### config.mk
export PLATFORM = sky130hd
export DESIGN_NAME = step_pulse_gen
export DESIGN_NICKNAME = d
export VERILOG_FILES = /design/src/rtl/step_pulse_gen.sv
export SDC_FILE = /design/constraint.sdc
export NUM_CORES = 1
export LEC_CHECK = 0
export BUFFER_PORTS_ARGS = -buffer_cell sky130_fd_sc_hd__buf_2
export CORE_MARGIN = 2
export CORE_UTILIZATION = 30
export DETAILED_ROUTE_END_ITERATION = 7
export PLACE_DENSITY = 0.42
export SYNTH_ARGS = -nofsm -noshare
export SYNTH_HDL_FRONTEND = slang
export SYNTH_SLANG_ARGS = --single-unit
### constraint.sdc
create_clock -name clk -period 3.4 [get_ports clk]
set_input_delay 0.51 -clock clk [delete_from_list [all_inputs] [get_ports clk]]
set_output_delay 0.51 -clock clk [all_outputs]
set_load 0.05 [all_outputs]
### src/rtl/step_pulse_gen.sv
// -----------------------------------------------------------------------------
// step_pulse_gen
//
// Turns a raw, bouncy push-button into clean single-cycle step pulses for the
// downstream 3-bit T-flip-flop counter (step drives its toggle-enable), so one
// press advances that counter by exactly one count. Optional auto-repeat emits
// further steps while the button stays held.
//
// Ports:
//   clk        in   single clock, rising edge
//   reset      in   asynchronous active-low reset; clears all state immediately
//   btn_in     in   raw asynchronous button level, 1 = pressed
//   repeat_en  in   synchronous level, 1 = auto-repeat while held
//   step       out  registered one-cycle step pulse
//   btn_level  out  registered debounced button level
// -----------------------------------------------------------------------------
module step_pulse_gen #(
    parameter int DEBOUNCE_CYCLES = 16,
    parameter int REPEAT_DELAY    = 64,
    parameter int REPEAT_RATE     = 16,
    parameter int CNT_W           = 16
) (
    input  logic clk,
    input  logic reset,
    input  logic btn_in,
    input  logic repeat_en,
    output logic step,
    output logic btn_level
);

    typedef enum logic [1:0] {
        IDLE       = 2'd0,
        DB_PRESS   = 2'd1,
        HELD       = 2'd2,
        DB_RELEASE = 2'd3
    } state_t;

    // Terminal counts; each counter is cleared on reaching its terminal value,
    // so none can ever run past these and wrap.
    localparam logic [CNT_W-1:0] DB_LAST = CNT_W'(DEBOUNCE_CYCLES - 1);
    localparam logic [CNT_W-1:0] RD_LAST = CNT_W'(REPEAT_DELAY - 1);
    localparam logic [CNT_W-1:0] RR_LAST = CNT_W'(REPEAT_RATE - 1);
    localparam logic [CNT_W-1:0] CNT_ONE = CNT_W'(1);

    logic             sync0_r;
    logic             sync1_r;
    logic             s_s;
    state_t           state_r;
    logic [CNT_W-1:0] dcnt_r;
    logic [CNT_W-1:0] rcnt_r;
    logic             phase_r;

    // Two-flop synchroniser bringing the asynchronous button into the clk domain.
    always_ff @(posedge clk or negedge reset) begin
        if (!reset) begin
            sync0_r <= 1'b0;
            sync1_r <= 1'b0;
        end else begin
            sync0_r <= btn_in;
            sync1_r <= sync0_r;
        end
    end

    assign s_s = sync1_r;

    // Debounce / auto-repeat state machine with registered step and btn_level.
    always_ff @(posedge clk or negedge reset) begin
        if (!reset) begin
            state_r   <= IDLE;
            dcnt_r    <= '0;
            rcnt_r    <= '0;
            phase_r   <= 1'b0;
            step      <= 1'b0;
            btn_level <= 1'b0;
        end else begin
            // step is a pulse: low unless a branch below raises it this edge.
            step <= 1'b0;
            case (state_r)
                IDLE: begin
                    btn_level <= 1'b0;
                    if (s_s) begin
                        state_r <= DB_PRESS;
                        dcnt_r  <= '0;
                    end else begin
                        state_r <= IDLE;
                    end
                end

                DB_PRESS: begin
                    if (!s_s) begin
                        // Bounce: input fell before it was stable long enough.
                        state_r <= IDLE;
                    end else if (dcnt_r == DB_LAST) begin
                        state_r   <= HELD;
                        step      <= 1'b1;
                        btn_level <= 1'b1;
                        rcnt_r    <= '0;
                        phase_r   <= 1'b0;
                    end else begin
                        dcnt_r <= dcnt_r + CNT_ONE;
                    end
                end

                HELD: begin
                    // A falling input takes priority over a due repeat pulse.
                    if (!s_s) begin
                        state_r <= DB_RELEASE;
                        dcnt_r  <= '0;
                    end else if (!repeat_en) begin
                        // Disabling repeat rearms the full initial delay.
                        rcnt_r  <= '0;
                        phase_r <= 1'b0;
                    end else if (!phase_r && (rcnt_r == RD_LAST)) begin
                        step    <= 1'b1;
                        rcnt_r  <= '0;
                        phase_r <= 1'b1;
                    end else if (phase_r && (rcnt_r == RR_LAST)) begin
                        step   <= 1'b1;
                        rcnt_r <= '0;
                    end else begin
                        rcnt_r <= rcnt_r + CNT_ONE;
                    end
                end

                DB_RELEASE: begin
                    if (s_s) begin
                        // Release glitch: still held, restart repeat timing.
                        state_r <= HELD;
                        rcnt_r  <= '0;
                        phase_r <= 1'b0;
                    end else if (dcnt_r == DB_LAST) begin
                        state_r   <= IDLE;
                        btn_level <= 1'b0;
                    end else begin
                        dcnt_r <= dcnt_r + CNT_ONE;
                    end
                end

                default: begin
                    state_r   <= IDLE;
                    dcnt_r    <= '0;
                    rcnt_r    <= '0;
                    phase_r   <= 1'b0;
                    btn_level <= 1'b0;
                end
            endcase
        end
    end

endmodule
==> reports/results.ini, run 1 <==
[clock_network]
clkLatencyLatePin_ns = 0.29
postCtsSetupBuffers = 0
cts_buffer_depth = 2
cts_buffers = 5
cts_resized = 0
cts_sinks = 39
cts_tree = built
ctsHoldBuffers = 0
htree_levels = 2
cts-root-buf = clkbuf_8
clkTransAtPathRegs_ns = 0.08

[finish]
antenna-diode-count = 0
drive_above_1_share_pct = 12.7
syn_to_final_growth_pct = 8.72
nets = 262
fin_area_um2 = 2570

[worst_hold_path]
hp-class = input port to flip-flop
hold_depth = 1
worstHoldStart = btn_in
worstHoldEndpoint = sync0_r

[route]
drt-initial-drc-count = 57
wl_met3_um = 166
drt_first_pass_iters = 4
avgViaCountPerCell = 5.37
drc = 0
routed_wl_mm = 5.54
met2WireLength_mm = 2.56
routed.top_layer = met4
antenna_left = 0
wl_met1_mm = 2.77
routed-via-count = 1902
wl_per_cell_um = 15.6

[timing]
worst_pin_slew_ns = 0.954
rsz0062_at_grt = no
fmax_mhz = 435
finalSetupViolCount = 0
finalHoldViolations = 0
fin_crit_ns = 2.30
slew_violations = 0
setup_ws_ns = 1.10
post-route-period-util_pct = 67.7
tns_ns = 0
skew_ns = 0.0116
relSlewSlack_pct = 36.4

[critical_path]
cp_slowest_stage_delay_ns = 0.73
r2r_end = rcnt_r[7]
path_max_fanout = 15
criticalPathCategory = flip-flop to flip-flop
cp-end-kind = flip-flop
cp.arrival_ns = 2.48
path_cells = nor4_1 > nand3_2 > o311ai_4 > o21ai_0 > a22o_1
crit_required_ns = 3.58
crit_slowest_cell = o311ai_4
critPathLaunchType = flip-flop
ff2ff_path_depth = 5
r2r_start = rcnt_r[12]
r2r_slack_ns = 1.10

[floorplan]
rows = 32
fp.dieW_um = 92.9
ios = 6
core_um2 = 7690
die-area_um2 = 8620
start_util_pct = 30.8
die_height_um = 92.9

[logic_synthesis]
yosys.area.top_type_share_pct = 41.2
syn_area_um2 = 2370
async_flop_share_pct = 100
synth_flop_cell = dfrtp_1
synth_edf_count = 0
synth_top_area_cell = dfrtp_1
syn_inst = 245
synthTopCellsByArea = dfrtp_1 (41%), nor2_1 (4.3%), ha_1 (3.7%)
syn_avg_cell_area_um2 = 9.67
yosys_warnings = 0
synth.distinct_cells = 55
yosysSeqAreaShare_pct = 41.2
synth_fp_nets = 256
ys_seq_elements = 39

[power]
p_per_area_nw_per_um2 = 550
p_leak_nw = 1.11
ir_drop_v = 0.000337
finalPower_mw = 1.42

[placed_design]
preCtsSetupSlack_ns = 1.09
dp_hpwl_mm = 3.73
numPortBuffers = 5
placed_area_um2 = 2470
gp_congestion = 0.747

[grt]
gr-total-overflow = 0
grt_pass1_wl_mm = 9.49
antenna_found_initial = 0
grt_use_total_pct = 13.9
grt_pass1_vias = 1881
grt_max_degree = 40

[flow_run]
cap_violations = 0

[outcome]
outcome = finished, final reports clean

## flip-flops by register name (all words and copies together) (netlist names), named ones only
signal / count
step: 1
s_s: 1
sync0_r: 1
btn_level: 1
rcnt_r: 16
phase_r: 1
dcnt_r: 16
state_r: 1
## worst max path at each step
| stage | startpoint | cells after the start | slack, ns | end |
|---|---|---|---|---|
| final | rcnt_r[12] | 5 | 1.10 | rcnt_r[7] |
| after global routing | rcnt_r[9] | 5 | 0.92 | rcnt_r[7] |
| after CTS | flip-flop | 7 | 1.09 | dcnt_r[12] |
| after detailed placement | rcnt_r[12] | 5 | 1.09 | rcnt_r[3] |
| after global placement | rcnt_r[12] | 5 | 1.14 | rcnt_r[7] |
| after floorplan | state_r[0] | 8 | 1.42 | rcnt_r[8] |
## Yosys cell counts (2+ instances only)
cell / number
a21o_1: 2
a21oi_1: 10
a22o_1: 9
a31oi_1: 3
a41oi_1: 2
and3_1: 5
and4_1: 5
buf_2: 3
buf_6: 2
dfrtp_1: 39
ha_1: 7
inv_1: 9
nand2_1: 14
nand3_1: 11
nand4_1: 11
nor2_1: 27
nor2b_1: 2
nor3_1: 9
nor3b_1: 5
nor4_1: 6
nor4_4: 2
o211ai_1: 2
o21ai_0: 9
o21ai_2: 3
o31ai_1: 2
or2_2: 3
or3_1: 2
xnor2_1: 6
xor2_1: 9
## cell families after synthesis
family / count (synthesis) / share of synthesized area [%]
DFF: 39 / 41.2
muxes: 1 / 0.475
adders and majority gates: 7 / 3.70
and+or+nand+nor: 111 / 27.2
xor gates and xnor gates: 15 / 5.55
AOI/OAI and AO/OA: 56 / 18.0
buffers and inverters: 16 / 3.91
## metal layers
metal,GRT usage (%),vias to the layer above
met4,4.29,0
met1,18.9,943
met5,0,-
li1,-,924
met2,22.1,33
met3,2.93,2
## critical path, delay by kind of cell, from the launching register on
family	cells	cell delay, ns
AOI/OAI and AO/OA	3	1.19
and+or+nand+nor	2	0.55
DFF	1	0.44
## cell usage in the layout, fill, tap and decap left out, types with 3 or more instances in the layout
cell type	count
a22o_1	9
xnor2_1	6
dfrtp_1	39
nand4_1	11
o21ai_2	3
a21oi_1	10
xor2_1	9
nor3b_1	5
nor2_1	27
ha_1	7
nor3_1	9
or2_2	3
nand3_1	11
nor4_1	6
inv_1	9
and4_1	5
buf_2	5
and3_1	5
o21ai_0	9
nand2_1	14
clkbuf_8	7
a31oi_1	3
## area by class of cell
cell class,instances,area [um^2]
sequential,39,976
clock buffer,8,100
fill,823,5110
timing repair buffer,6,32.5
inverter,9,33.8
tap,102,128
multi-input combinational,190,1310
## through the flow
| step | hold WS, ns | util [%] | cells |
|---|---|---|---|
| 6_report | 0.323 | 33.5 | 354 |
| 5_1_grt | 0.301 | 33.5 | 354 |
| 4_1_cts | 0.310 | 33.5 | 354 |
| 3_5_place_dp | 0.338 | 32.2 | 346 |
| 3_3_place_gp | 0.334 | 32.2 | 346 |
| 2_1_floorplan | 0.214 | - | 245 |
## where the power goes
group          switching [mW]  internal, mW
logic                   0.340         0.181
clock network           0.173         0.186
registers              0.0406         0.497
No activity file was read; power rests on OpenSTA's default activity.
==> run 2, diff against run 1 <==
--- a/config.mk
+++ b/config.mk
@@ -9,7 +9,7 @@
 export CORE_MARGIN = 2
 export CORE_UTILIZATION = 30
 export DETAILED_ROUTE_END_ITERATION = 7
-export PLACE_DENSITY = 0.42
+export PLACE_DENSITY = 0.44
 export SYNTH_ARGS = -nofsm -noshare
 export SYNTH_HDL_FRONTEND = slang
 export SYNTH_SLANG_ARGS = --single-unit
==> constraint.sdc (replaced) <==
create_clock -name clk -period 2.1 [get_ports clk]
set_input_delay 0.315 -clock clk [delete_from_list [all_inputs] [get_ports clk]]
set_output_delay 0.315 -clock clk [all_outputs]
set_load 0.05 [all_outputs]
==> run 2 against run 1 <==
  * Sequential share of layout area fell by 3.1 points
  * Combinational power rose by 88%
  * Worst setup slack got worse by 0.99 ns
  * Largest cell class unchanged
  * Clock skew barely moved
  * Highest routed layer unchanged
  * Via count rose by 1.9%
  * Clock-buffer cell count did not move
  * Final cell count rose by 7.6%
  * Fmax rose by 16%
  * Global-route usage fell by 0.15 points
  * Wire length fell by 2.3%
==> reports/results.ini, run 2 (synthesized netlist as in run 1, its figures left out) <==
[finish]
drive_above_1_share_pct = 22.9
nets = 289
layout_common_cells = dfrtp_1 (39), buf_4 (28), nor2_1 (27)
postLayoutCoreUtil_pct = 36.4
antenna-diode-count = 0
fillCellCount = 785
largestRegisters = dcnt_r (16), rcnt_r (16)
final_common_cell = dfrtp_1
syn_to_final_growth_pct = 18.3

[route]
routed_wl_mm = 5.41
drt_first_pass_iters = 5
antenna_left = 0
avgViaCountPerCell = 5.09
drt-initial-drc-count = 48
wl_per_cell_um = 14.2
drc = 0
routed-via-count = 1939

[floorplan]
fp.dieW_um = 92.9
die_height_um = 92.9
ios = 6
die-area_um2 = 8620
core_um2 = 7690
rows = 32
start_util_pct = 30.8

[power]
p_leak_nw = 1.25
p_per_area_nw_per_um2 = 857
ir_drop_v = 0.000530

[timing]
tns_ns = 0
finalSetupViolCount = 0
fmax_mhz = 503
fin_crit_ns = 1.99
finalHoldViolations = 0
worst_pin_slew_ns = 0.509
relSlewSlack_pct = 66.1
slew_violations = 0
post-route-period-util_pct = 94.7
rsz0062_at_grt = no
skew_ns = 0.0115

[grt]
grt_max_degree = 40
grt_pass1_vias = 1892
gr-total-overflow = 0
grt_pass1_wl_mm = 9.41
antenna_found_initial = 0
grt_use_total_pct = 13.7

[clock_network]
cts_buffers = 5
cts-root-buf = clkbuf_8
clkTransAtPathRegs_ns = 0.08
cts_buffer_depth = 2
postCtsSetupBuffers = 0
clkLatencyLatePin_ns = 0.29
cts_sinks = 39
cts_tree = built
htree_levels = 2

[outcome]
outcome = finished, final reports clean

[critical_path]
path_max_fanout = 6
cp-end-kind = flip-flop
crit_required_ns = 2.27
cp.arrival_ns = 2.16
cp_slowest_stage_delay_ns = 0.41
critPathLaunchType = flip-flop
crit_slowest_cell = or3_4
criticalPathCategory = flip-flop to flip-flop
path_cells = inv_1 > ha_1 > or3_4 > a21o_4 > or3b_1 > xor2_1 > nor2_1

[flow_run]
cap_violations = 0

[worst_hold_path]
hp-class = input port to asynchronous set/reset pin

[placed_design]
dp_hpwl_mm = 3.89
gp_congestion = 0.779
numPortBuffers = 5

==> run 2: cell count changes in the layout (fill, tap and decap cells not counted), sizes merged <==
cell / change
buf: +27
==> run 2: layout make-up <==
cell class | instances | area [um^2] | share of cell area, %
Multi-Input combinational cell | 190 | 1330 | 47.4
Sequential cell | 39 | 976 | 34.8
Timing Repair Buffer | 33 | 235 | 8.40
Tap cell | 102 | 128 | 4.56
Clock buffer | 8 | 100 | 3.57
Inverter | 9 | 33.8 | 1.21
==> run 2: final timing paths <==
| kind | start | endpoint | slack, ns | depth (start not counted) |
|---|---|---|---|---|
| worst max-delay path | state_r[0] | dcnt_r[11] | 0.11 | 7 |
| worst max register to register | state_r[0] | dcnt_r[11] | 0.11 | 7 |
| worst min register to register | sync0_r | s_s | 0.36 | 0 |
| min in group clk | btn_in | sync0_r | 0.13 | 1 |
| worst min-delay path | reset | dcnt_r[5] | 0.08 | 2 |
| max in group asynchronous | reset | rcnt_r[12] | 1.67 | 2 |
==> run 2: timing repair <==
item                       in CTS  in global routing
setup endpoints to repair       0                  5
resized for setup               0                  5
hold buffers                    0                  0
==> run 2: critical path: cells and delay by family (launching register included) <==
kind / cells / cell delay, ns
fa+ha+maj: 1 / 0.21
simple gates: 3 / 0.83
xor+xnor: 1 / 0.15
buf+inv: 1 / 0.08
compound gates: 1 / 0.24
flops: 1 / 0.37
==> run 2: layer usage <==
metal,track usage [%],wire length [um],up-vias
li1,-,-,979
met4,3.68,59,0
met2,21.6,2520,28
met3,2.69,166,5
met5,0,0,-
met1,19.3,2660,927
==> run 2: per-stage QoR <==
stage	hold WS, ns	area [um^2]	power (mW)	std cells	worst slack [ns]
after floorplan	0.0194	2370	1.54	245	0.115
after detailed placement	0.344	2680	1.83	373	0.0653
final	0.0771	2800	2.40	381	0.112
after global routing	0.107	2800	2.59	381	0.00754
after global placement	0.351	2680	1.83	373	0.106
after CTS	0.0891	2780	2.42	381	0.0401
==> run 2: where the power goes <==
| group | leakage (nW) | internal, mW | total, mW | switching [mW] |
|---|---|---|---|---|
| sequential | 0.535 | 0.805 | 0.856 | 0.0508 |
| combinational | 0.662 | 0.392 | 0.975 | 0.584 |
| clock | 0.0515 | 0.300 | 0.570 | 0.269 |
| total | 1.25 | 1.50 | 2.40 | 0.904 |
==> run 3, diff against run 2 <==
--- a/config.mk
+++ b/config.mk
@@ -10,6 +10,7 @@
 export CORE_UTILIZATION = 30
 export DETAILED_ROUTE_END_ITERATION = 7
 export PLACE_DENSITY = 0.44
+export RECOVER_POWER = 100
 export SYNTH_ARGS = -nofsm -noshare
 export SYNTH_HDL_FRONTEND = slang
 export SYNTH_SLANG_ARGS = --single-unit
==> run 3 against run 2 <==
  * Worst setup slack got worse by 0.00092 ns
  * Sequential share of layout area increased by 0.25 points
  * Non-clock buffer count unchanged
  * Clock skew about the same
  * Core utilization decreased by 0.26 points
  * Clock-buffer cell count unchanged
  * First-iteration DRC count decreased by 13%
  * Register-to-register slack about the same
  * Via count decreased by 1.1%
  * Final cell count unchanged
  * Sequential cell count unchanged
  * Largest cell class unchanged
==> reports/results.ini, run 3 (synthesized netlist as in run 1, its figures left out) <==
[grt]
antenna_found_initial = 0
grt_pass1_wl_mm = 9.41
grt_max_degree = 40
grt_use_total_pct = 13.7
grt_pass1_vias = 1892
gr-total-overflow = 0

[timing]
fin_crit_ns = 1.99
finalSetupViolCount = 0
finalHoldViolations = 0
worst_pin_slew_ns = 0.999
post-route-period-util_pct = 94.7
slew_violations = 0
rsz0062_at_grt = no
relSlewSlack_pct = 33.4
tns_ns = 0
fmax_mhz = 503
skew_ns = 0.0117

[finish]
nets = 289
postLayoutCoreUtil_pct = 36.2
fin_cells = 381
drive_above_1_share_pct = 20.8
final_common_cell = dfrtp_1
antenna-diode-count = 0
syn_to_final_growth_pct = 17.4
layout_common_cells = dfrtp_1 (39), nor2_1 (27), buf_4 (25)
fin_area_um2 = 2780
largestRegisters = dcnt_r (16), rcnt_r (16)

[power]
switching_power_uw = 898
p_leak_nw = 1.24
p_clk_share_pct = 23.9
ir_drop_v = 0.000528
seqPwrFrac_pct = 35.8
pwr-share-comb_pct = 40.3
finalPower_mw = 2.39
p_int_mw = 1.49
p_per_area_nw_per_um2 = 859
p_sw_share_pct = 37.6

[critical_path]
cp.arrival_ns = 2.16
critPathLaunchType = flip-flop
cpLargestDelayFamily = simple AND/OR/NAND/NOR gates
cp-end-kind = flip-flop
r2r_slack_ns = 0.11
crit_slowest_cell = or3_4
path_max_fanout = 6
cp_slowest_stage_delay_ns = 0.41
path_cells = inv_1 > ha_1 > or3_4 > a21o_1 > or3b_1 > xor2_1 > nor2_1
worst-path-buf-inv = 1
criticalPathCategory = flip-flop to flip-flop
crit_required_ns = 2.27

[flow_run]
cap_violations = 0

[route]
wl_per_cell_um = 14.2
routed-via-count = 1917
routed_wl_mm = 5.42
avgViaCountPerCell = 5.03
drc = 0
antenna_left = 0
drt_first_pass_iters = 5
drt-initial-drc-count = 42

[clock_network]
cts_tree = built
cts-root-buf = clkbuf_8
cts_buffer_depth = 2
cts_buffers = 5
cts_sinks = 39
htree_levels = 2
clkTransAtPathRegs_ns = 0.07
clkLatencyLatePin_ns = 0.29

[placed_design]
numPortBuffers = 5
placedCellCount = 373
gp_congestion = 0.779
dp_hpwl_mm = 3.89
placed_area_um2 = 2680

[floorplan]
rows = 32
ios = 6
die_height_um = 92.9
core_um2 = 7690
fp.dieW_um = 92.9
start_util_pct = 30.8
die-area_um2 = 8620

[worst_hold_path]
hp-class = input port to flip-flop

[outcome]
outcome = finished, final reports clean

==> run 3: changes by cell type in the layout (fill, tap and decap cells not counted), sizes merged <==
cell | before | now
clkbuf | 8 | 13
buf | 33 | 28
==> run 3: final cells by class <==
| class | count | area [um^2] |
|---|---|---|
| Multi-Input combinational cell | 190 | 1320 |
| Tap cell | 102 | 128 |
| Clock buffer | 8 | 100 |
| Inverter | 9 | 33.8 |
| Sequential cell | 39 | 976 |
| Timing Repair Buffer | 33 | 226 |
| Fill cell | 791 | 4910 |
==> run 3: per-stage QoR <==
step           hold WS (ns)  setup WS [ns]
2_1_floorplan        0.0194          0.115
3_3_place_gp          0.351          0.106
3_5_place_dp          0.344         0.0653
4_1_cts              0.0891         0.0401
5_1_grt               0.107         0.0129
6_report              0.129          0.111
==> run 3: final timing paths <==
path,startpoint,endpoint,cells after the start
setup reg to reg,state_r[0],dcnt_r[11],7
max in group asynchronous,reset,rcnt_r[12],2
setup / recovery,state_r[0],dcnt_r[11],7
hold reg to reg,sync0_r,s_s,0
min in group asynchronous,reset,dcnt_r[5],2
hold / removal,btn_in,sync0_r,1
==> run 3: timing repair <==
action                     4_1_cts  5_1_grt
setup endpoints to repair        0        5
gates resized for setup          0        5
buffers inserted                 0        0
hold buffers                     0        0
hold endpoints to repair         0        0
==> run 3: metal layers <==
| layer | vias up | GRT usage (%) | share of wire [%] |
|---|---|---|---|
| li1 | 980 | - | - |
| met4 | 0 | 3.68 | 1.1 |
| met3 | 5 | 2.69 | 2.6 |
| met1 | 915 | 19.3 | 50 |
| met2 | 17 | 21.6 | 46 |
| met5 | - | 0 | 0 |
==> run 3: power groups by stage <==
stage / Clock [mW] / Combinational (mW) / Sequential, mW
global route: 0.632 / 1.08 / 0.866
global placement: 0 / 0.959 / 0.871
floorplan: 0 / 0.668 / 0.868
detailed placement: 0 / 0.959 / 0.872
CTS: 0.599 / 0.963 / 0.857
finish: 0.570 / 0.963 / 0.856
